### config.mk
export PLATFORM = sky130hd
export DESIGN_NAME = mu0_mem_arbiter
export DESIGN_NICKNAME = d
export VERILOG_FILES = /design/src/rtl/mu0_bus_pkg.sv /design/src/rtl/mu0_rd_tag_pipe.sv /design/src/rtl/mu0_mem_arbiter.sv
export SDC_FILE = /design/constraint.sdc
export NUM_CORES = 1
export LEC_CHECK = 0
export BUFFER_PORTS_ARGS = -buffer_cell sky130_fd_sc_hd__buf_4
export CORE_MARGIN = 2
export CORE_UTILIZATION = 33
export DETAILED_ROUTE_END_ITERATION = 10
export HOLD_SLACK_MARGIN = 0.03
export PLACE_DENSITY = 0.82
export RECOVER_POWER = 25
export SYNTH_ARGS = -nofsm -noshare
export SYNTH_HDL_FRONTEND = slang
export SYNTH_SLANG_ARGS = --single-unit
### constraint.sdc
create_clock -name clk -period 1.3 [get_ports clk]
set_input_delay 0 -clock clk [delete_from_list [all_inputs] [get_ports clk]]
set_output_delay 0 -clock clk [all_outputs]
set_load 0.02 [all_outputs]
### src/rtl/mu0_bus_pkg.sv
// Shared types for the MU0 memory bus: widths, requester id and the read tag
// that follows an accepted read through the memory latency.
package mu0_bus_pkg;

    localparam int ADDR_WIDTH = 12;
    localparam int DATA_WIDTH = 16;

    typedef logic req_id_t;

    typedef struct packed {
        logic    valid;
        req_id_t id;
    } rd_tag_t;

endpackage

### src/rtl/mu0_rd_tag_pipe.sv
// Fixed-depth shift register of read tags; the last stage lines up with the
// cycle in which memory read data is valid.
module mu0_rd_tag_pipe
    import mu0_bus_pkg::*;
#(
    parameter int DEPTH = 1
) (
    input  logic    clk,
    input  logic    rst,
    input  rd_tag_t tag_in,
    output rd_tag_t tag_out
);

    rd_tag_t [DEPTH-1:0] tag_q;
    rd_tag_t [DEPTH-1:0] tag_d;

    always_comb begin
        tag_d    = tag_q;
        tag_d[0] = tag_in;
        for (int s = 1; s < DEPTH; s++) begin
            tag_d[s] = tag_q[s-1];
        end
    end

    always_ff @(posedge clk or posedge rst) begin
        if (rst) begin
            tag_q <= '0;
        end else begin
            tag_q <= tag_d;
        end
    end

    assign tag_out = tag_q[DEPTH-1];

endmodule

### src/rtl/mu0_mem_arbiter.sv
// Two-requester round-robin arbiter in front of one synchronous MU0 memory.
// Grants at most one access per cycle and steers read data back by tag.
module mu0_mem_arbiter #(
    parameter int READ_LATENCY = 1,
    parameter int ADDR_WIDTH   = 12,
    parameter int DATA_WIDTH   = 16
) (
    input  logic                       clk,
    input  logic                       rst,
    input  logic [1:0][ADDR_WIDTH-1:0] req_address,
    input  logic [1:0]                 req_read,
    input  logic [1:0]                 req_write,
    input  logic [1:0][DATA_WIDTH-1:0] req_writedata,
    output logic [1:0]                 req_waitrequest,
    output logic [DATA_WIDTH-1:0]      req_readdata,
    output logic [1:0]                 req_readdatavalid,
    output logic [ADDR_WIDTH-1:0]      mem_address,
    output logic                       mem_read,
    output logic                       mem_write,
    output logic [DATA_WIDTH-1:0]      mem_writedata,
    input  logic [DATA_WIDTH-1:0]      mem_readdata
);

    import mu0_bus_pkg::*;

    logic [1:0] active;
    logic [1:0] granted;
    logic       gnt_vld;
    req_id_t    win;
    logic       prio_q;
    logic       prio_d;
    rd_tag_t    tag_in;
    rd_tag_t    tag_out;

    // Nothing is granted while reset is held, even to a requester already asserting.
    assign active = (req_read | req_write) & {2{~rst}};

    always_comb begin
        gnt_vld       = |active;
        win           = prio_q;
        granted       = 2'b00;
        mem_address   = '0;
        mem_read      = 1'b0;
        mem_write     = 1'b0;
        mem_writedata = '0;
        prio_d        = prio_q;
        if (active == 2'b01) begin
            win = 1'b0;
        end else if (active == 2'b10) begin
            win = 1'b1;
        end
        if (gnt_vld) begin
            granted[win]  = 1'b1;
            mem_address   = req_address[win];
            mem_write     = req_write[win];
            mem_read      = req_read[win] & ~req_write[win];
            mem_writedata = req_writedata[win];
            prio_d        = ~win;
        end
    end

    assign req_waitrequest = ~granted;

    always_ff @(posedge clk or posedge rst) begin
        if (rst) begin
            prio_q <= 1'b0;
        end else begin
            prio_q <= prio_d;
        end
    end

    assign tag_in = '{valid: mem_read, id: win};

    mu0_rd_tag_pipe #(
        .DEPTH (READ_LATENCY)
    ) u_tag_pipe (
        .clk     (clk),
        .rst     (rst),
        .tag_in  (tag_in),
        .tag_out (tag_out)
    );

    always_comb begin
        req_readdatavalid = 2'b00;
        req_readdata      = '0;
        if (tag_out.valid) begin
            req_readdatavalid[tag_out.id] = 1'b1;
            req_readdata                  = mem_readdata;
        end
    end

endmodule

After elaboration in Yosys (flattened, before gate mapping)
Index checks and enable logic that the tools add are counted.
{"block": "word_totals", "ff_bits": 3, "inputBits": 78, "out_inout_bits": 50, "wordCells": 40}
{"block": "op_classes", "magnitude_cmp": 4, "eq_ne": 2, "n_mux": 21, "n_bitwise": 7, "n_reduce_logical": 3}
{"cell": "$mux W16", "n": 4}
{"cell": "$mux W12", "n": 3}
{"cell": "$mux W1", "n": 10}
{"cell": "$lt A1 B2 Y1 const B", "n": 2}
{"cell": "$mux W2", "n": 2}
{"cell": "$not A1 Y1", "n": 3}
{"cell": "$and A2 B2 Y2", "n": 1}
{"cell": "$demux W1 S1", "n": 2}
{"cell": "$eq A2 B1 Y1 const B", "n": 1}
{"cell": "$eq A2 B2 Y1 const B", "n": 1}
{"cell": "$ge A1 B1 Y1 const B", "n": 2}
{"cell": "$logic_and A1 B1 Y1", "n": 2}
{"cell": "$not A2 Y2", "n": 1}
{"cell": "$or A2 B2 Y2", "n": 1}
{"cell": "$reduce_or A2 Y1", "n": 1}
{"cell": "$and A1 B1 Y1", "n": 1}

Logic depth before layout (Yosys ltp)
{"block": "logic_depth", "ltp_word": 11, "mapped_depth": 5, "mapped_depth_nobuf": 3}

Hierarchy
A second synthesis with hierarchy kept.
{"block": "unflattened", "cells_unflattened": 116, "hier_area_um2": 1031.0}
{"module": "mu0_mem_arbiter", "n_inst": 1, "cells_each": 113, "area_per_inst_um2": 977.2, "seq_area_each_um2": 25.0}
{"module": "mu0_rd_tag_pipe", "n_inst": 1, "cells_each": 3, "area_per_inst_um2": 53.8, "seq_area_each_um2": 50.0}

Worst setup path after synthesis
OpenSTA, ideal clock, no wires.
{"block": "synth_path", "kind": "register to register", "startpoint": "reg prio_q", "endpoint": "reg u_tag_pipe.tag_q (netlist bit u_tag_pipe.tag_out[1])", "setup_time_ps": 191, "arrival_ps": 1495, "t_required_ps": 1109, "slack_ps": -386, "stages_incl_launch_ff": 6, "n_path_buf": 2, "synth_period_minus_slack_ps": 1686, "path_cell_list": "dfrtp_1 buf_2 o31a_1 o22ai_4 buf_6 o31ai_1"}
{"block": "synth_between", "elab_chain_cells": 7, "elab_cells_between_ends": 9, "cone_classes": "mux (7); bitwise (2)"}
{"element": "from (decl)", "line": "mu0_mem_arbiter.sv:30", "rtl": "logic prio_q;"}
{"element": "from (signal assigned)", "line": "mu0_mem_arbiter.sv:68", "rtl": "prio_q <= prio_d;"}
{"element": "$mux W1 (*)", "line": "mu0_mem_arbiter.sv:49", "rtl": "end else if (active == 2'b10) begin"}
{"element": "$mux W1 (*)", "line": "mu0_mem_arbiter.sv:47", "rtl": "if (active == 2'b01) begin"}
{"element": "$mux W1 (not written as such) (2 in a row)", "line": "mu0_mem_arbiter.sv:56", "rtl": "mem_read = req_read[win] & ~req_write[win];"}
{"element": "$not A1 Y1", "line": "mu0_mem_arbiter.sv:56"}
{"element": "$and A1 B1 Y1 (*)", "line": "mu0_mem_arbiter.sv:56"}
{"element": "$mux W1 (*)", "line": "mu0_mem_arbiter.sv:52", "rtl": "if (gnt_vld) begin"}
{"element": "named net mem_read", "line": "mu0_mem_arbiter.sv:18", "rtl": "output logic mem_read,"}
{"element": "to (signal assigned)", "line": "mu0_rd_tag_pipe.sv:29", "rtl": "tag_q <= tag_d;"}
{"element": "to (decl)", "line": "mu0_rd_tag_pipe.sv:14", "rtl": "rd_tag_t [DEPTH-1:0] tag_q;"}
Mark *: on every way through the listed nets, which the timed path passes. The rest lies on a longest branch. The select of a mux whose other input is x is not followed.
A chain may end at the register's enable or synchronous reset.

Worst setup path after layout
{"block": "layout_path", "startpoint": "reg prio_q", "endpoint": "out mem_read"}
{"block": "layout_between", "elab_chain_cells": 7, "elab_cells_between_ends": 9, "cone_classes": "mux (7); bitwise (2)"}
{"element": "$mux W1 (*)", "line": "mu0_mem_arbiter.sv:49"}
{"element": "$mux W1 (*)", "line": "mu0_mem_arbiter.sv:47"}
{"element": "$mux W1 (not written as such) (2 in a row)", "line": "mu0_mem_arbiter.sv:56"}
{"element": "$not A1 Y1", "line": "mu0_mem_arbiter.sv:56"}
{"element": "$and A1 B1 Y1 (*)", "line": "mu0_mem_arbiter.sv:56"}
{"element": "$mux W1 (*)", "line": "mu0_mem_arbiter.sv:52"}
{"element": "to (decl)", "line": "mu0_mem_arbiter.sv:18"}
Mark *: on every way between the ends. The rest lies on a longest branch, timed or not. The select of a mux whose other input is x is not followed.

==> qor.csv <==
stage,metric,value,unit
run_status,status,"complete, but fails checks",
run_status,violations,setup timing,
timing,tightest_slew,0.709,ns
layout,finalNonFillerCells,275,
setup_path,cp_max_fo,17,
job,cap_violations,0,
timing,post-route-min-period,1.54,ns
timing,maxSlewViolCount,0,
hold_path,hold_path.class,in2reg,
clock_tree,path_clk_slew,0.05,ns
timing,tns,-6.69,ns
logic_synthesis,synth_edf_count,0,
route,viasPerCell,5.80,
setup_path,worstPathArrival,1.54,ns
clock_tree,cts_tree,built,
layout,syn2layout_area_growth,118,%
pwr,power_density,754,nW/um^2
setup_path,cp_common_cell,buf_6,
setup_path,critPathKind,reg2out,
route,wl,4.60,mm
floorplan,die_w,59.8,um
setup_path,reg2regPathDepth,3,
timing,rsz0062_at_grt,yes,
logic_synthesis,yosysSeqAreaShare,7.31,%
logic_synthesis,ys.flop_type,dfrtp_1,
floorplan,fp.dieH,59.8,um
timing,final.period_utilization,118,%
setup_path,crit_path_start_kind,flop,
placed_design,gp_congestion,0.678,
setup_path,setup.worst_path.end,mem_read,
placed_design,dp.cells,268,
timing,fin_worst_skew,0.00630,ns
setup_path,r2r-end,u_tag_pipe.tag_out[1],
setup_path,crit_start,prio_q,
timing,finalSetupViolCount,31,
global_route,overflow,0,
placed_design,dp_hpwl,3.19,mm
logic_synthesis,syn-cell-area,1030,um^2
route,drt_iter0_drc,44,
timing,max-slew-margin-rel,52.6,%
clock_tree,clk_path_buf_depth,2,
global_route,grt_max_degree,32,
floorplan,start_util,34.2,%
clock_tree,cts_inserted_buffers,3,
route,detail-route-antenna-nets,0,
global_route,grt_usage,22.2,%
route,num_vias,1595,
floorplan,num_rows,20,
setup_path,cpPeakStageDelay,0.44,ns
logic_synthesis,syn_avg_cell_area,8.93,um^2
timing,timing.fmax,0.650,GHz
global_route,grt_pass1_vias,1438,
placed_design,io_buffers,127,
clock_tree,clk_latency,0.25,ns
setup_path,reg2reg_from,prio_q,
global_route,grt_pass1_wl,6.22,mm
logic_synthesis,synth.distinct_cells,24,
logic_synthesis,synth_cells,115,
timing,setup_slack,-0.238,ns
setup_path,r2r_slack,0.07,ns
layout,nFillCells,239,
timing,hold_viol_final,0,
layout,antennaDiodeCount,0,
setup_path,crit_chain,"buf_6, a2111o_1, o31ai_4, buf_6",
floorplan,io_pins,128,
pwr,ir_drop,0.351,mV
clock_tree,cts.sinks,3,
setup_path,worstPathRequired,1.30,ns
setup_path,cp_slowest_cell,dfrtp_2,
pwr,p_leak,1.14,nW
logic_synthesis,ys_ff_latch,3,
layout,fin_nets,321,
logic_synthesis,syn_nets,193,
layout,drive_gt1_share,73.6,%
route,drt_first_pass_iters,4,
timing,holdWs,0.101,ns
pwr,power,0.00169,W
route,drcViolationCount,0,
clock_tree,htreeDepth,1,
logic_synthesis,synth_async_sr_flop_share,100,%
clock_tree,cts-root-buf,clkbuf_4,
setup_path,end_kind,output port,
clock_tree,postCtsSetupBuffers,0,
route,routedWlPerCell,16.7,um
floorplan,core-area,3000,um^2
global_route,antenna_found_initial,0,
floorplan,dieArea,3570,um^2
logic_synthesis,yosys_warnings,0,
## where the power goes
part / switching (W) / leakage (nW) / internal (W) / total (W)
Clock: 0.0000739 / 0.0150 / 0.000117 / 0.000191
Sequential: 0.0000236 / 0.0365 / 0.000111 / 0.000134
Combinational: 0.000633 / 1.09 / 0.000728 / 0.00136
Total: 0.000731 / 1.14 / 0.000955 / 0.00169
## placed cells by master, fill, tap and decap left out
cell type	instances
a2111o_1	1
a211o_1	1
a21o_1	1
a21oi_4	1
a31o_1	3
a31o_2	25
a31o_4	1
and2_1	17
buf_12	1
buf_4	106
buf_6	33
buf_8	1
clkbuf_1	1
clkbuf_16	1
clkbuf_4	3
dfrtp_1	2
dfrtp_2	1
dlygate4sd3_1	1
inv_1	2
nor2_1	1
nor2_4	1
nor2b_1	1
o2111a_1	28
o211a_1	1
o21ai_0	1
o21ai_1	1
o21ba_2	1
o22ai_4	1
o31a_1	1
o31ai_1	1
o31ai_4	1
or2_4	1
## sequential cells by signal, summed over array words and instances (netlist names)
signal	cells
u_tag_pipe.tag_out	2
prio_q	1
## Yosys cell counts, types with 2 or more instances
master    number  share of area, %
buf_6          7               7.7
and2_1        17                10
clkbuf_1      11               4.0
o2111a_1      28                31
o31ai_1        2               1.5
a31o_2        26                22
inv_1          2              0.73
dfrtp_1        3               7.3
o21ai_0        2              0.97
a31o_1         3               2.6
## worst min-delay path by stage
| stage | startpoint | to | slack [ns] | depth (start not counted) |
|---|---|---|---|---|
| 3_3_place_gp | rst | prio_q | 0.10 | 3 |
| 2_1_floorplan | req_write[1] | mem_read | 0.09 | 1 |
| 3_5_place_dp | rst | prio_q | 0.11 | 3 |
| 4_1_cts | rst | prio_q | 0.08 | 3 |
| 5_1_grt | req_write[1] | u_tag_pipe.tag_out[1] | 0.12 | 3 |
| 6_report | rst | prio_q | 0.10 | 3 |
## repair_timing
action,CTS,global route
resized for setup,14,24
gates cloned,0,2
hold buffers,1,0
endpoints found under the hold margin,4,0
pin swaps,0,3
setup endpoints to repair,31,32
## layout make-up
class / instances / area [um^2] / area share [%]
Timing Repair Buffer: 143 / 1240 / 55.4
Multi-Input combinational cell: 90 / 846 / 37.8
Sequential cell: 3 / 76.3 / 3.42
Tap cell: 33 / 41.3 / 1.85
Clock buffer: 4 / 26.3 / 1.18
Inverter: 2 / 7.51 / 0.336
## critical path, delay by kind of cell, from the launching register on
family / cells / cell delay, ns
compound gates: 2 / 0.52
flops: 1 / 0.44
buf+inv: 2 / 0.33
## logic make-up after synthesis
kind of cell	Yosys count	synth area share, %
DFF	3	7.31
buffers and inverters	22	13.3
AOI/OAI and AO/OA	69	66.1
and+or+nand+nor	21	13.3
## per-layer routing
metal	wire, um	vias to the layer above	global-route usage, %
li1	-	742	-
met3	390	6	2.60
met2	2510	86	45.2
met5	0	-	0
met4	46	0	6.03
met1	1650	761	23.2
## through the flow
| step | area, um^2 | util (%) | setup WS, ns |
|---|---|---|---|
| after CTS | 2110 | 70.1 | -0.242 |
| after global routing | 2230 | 74.4 | -0.284 |
| after global placement | 2020 | 67.2 | -0.120 |
| after detailed placement | 2020 | 67.2 | -0.207 |
| after floorplan | 1040 | - | -0.0265 |
| final | 2230 | 74.4 | -0.238 |
(Power assumes the default switching activity.)
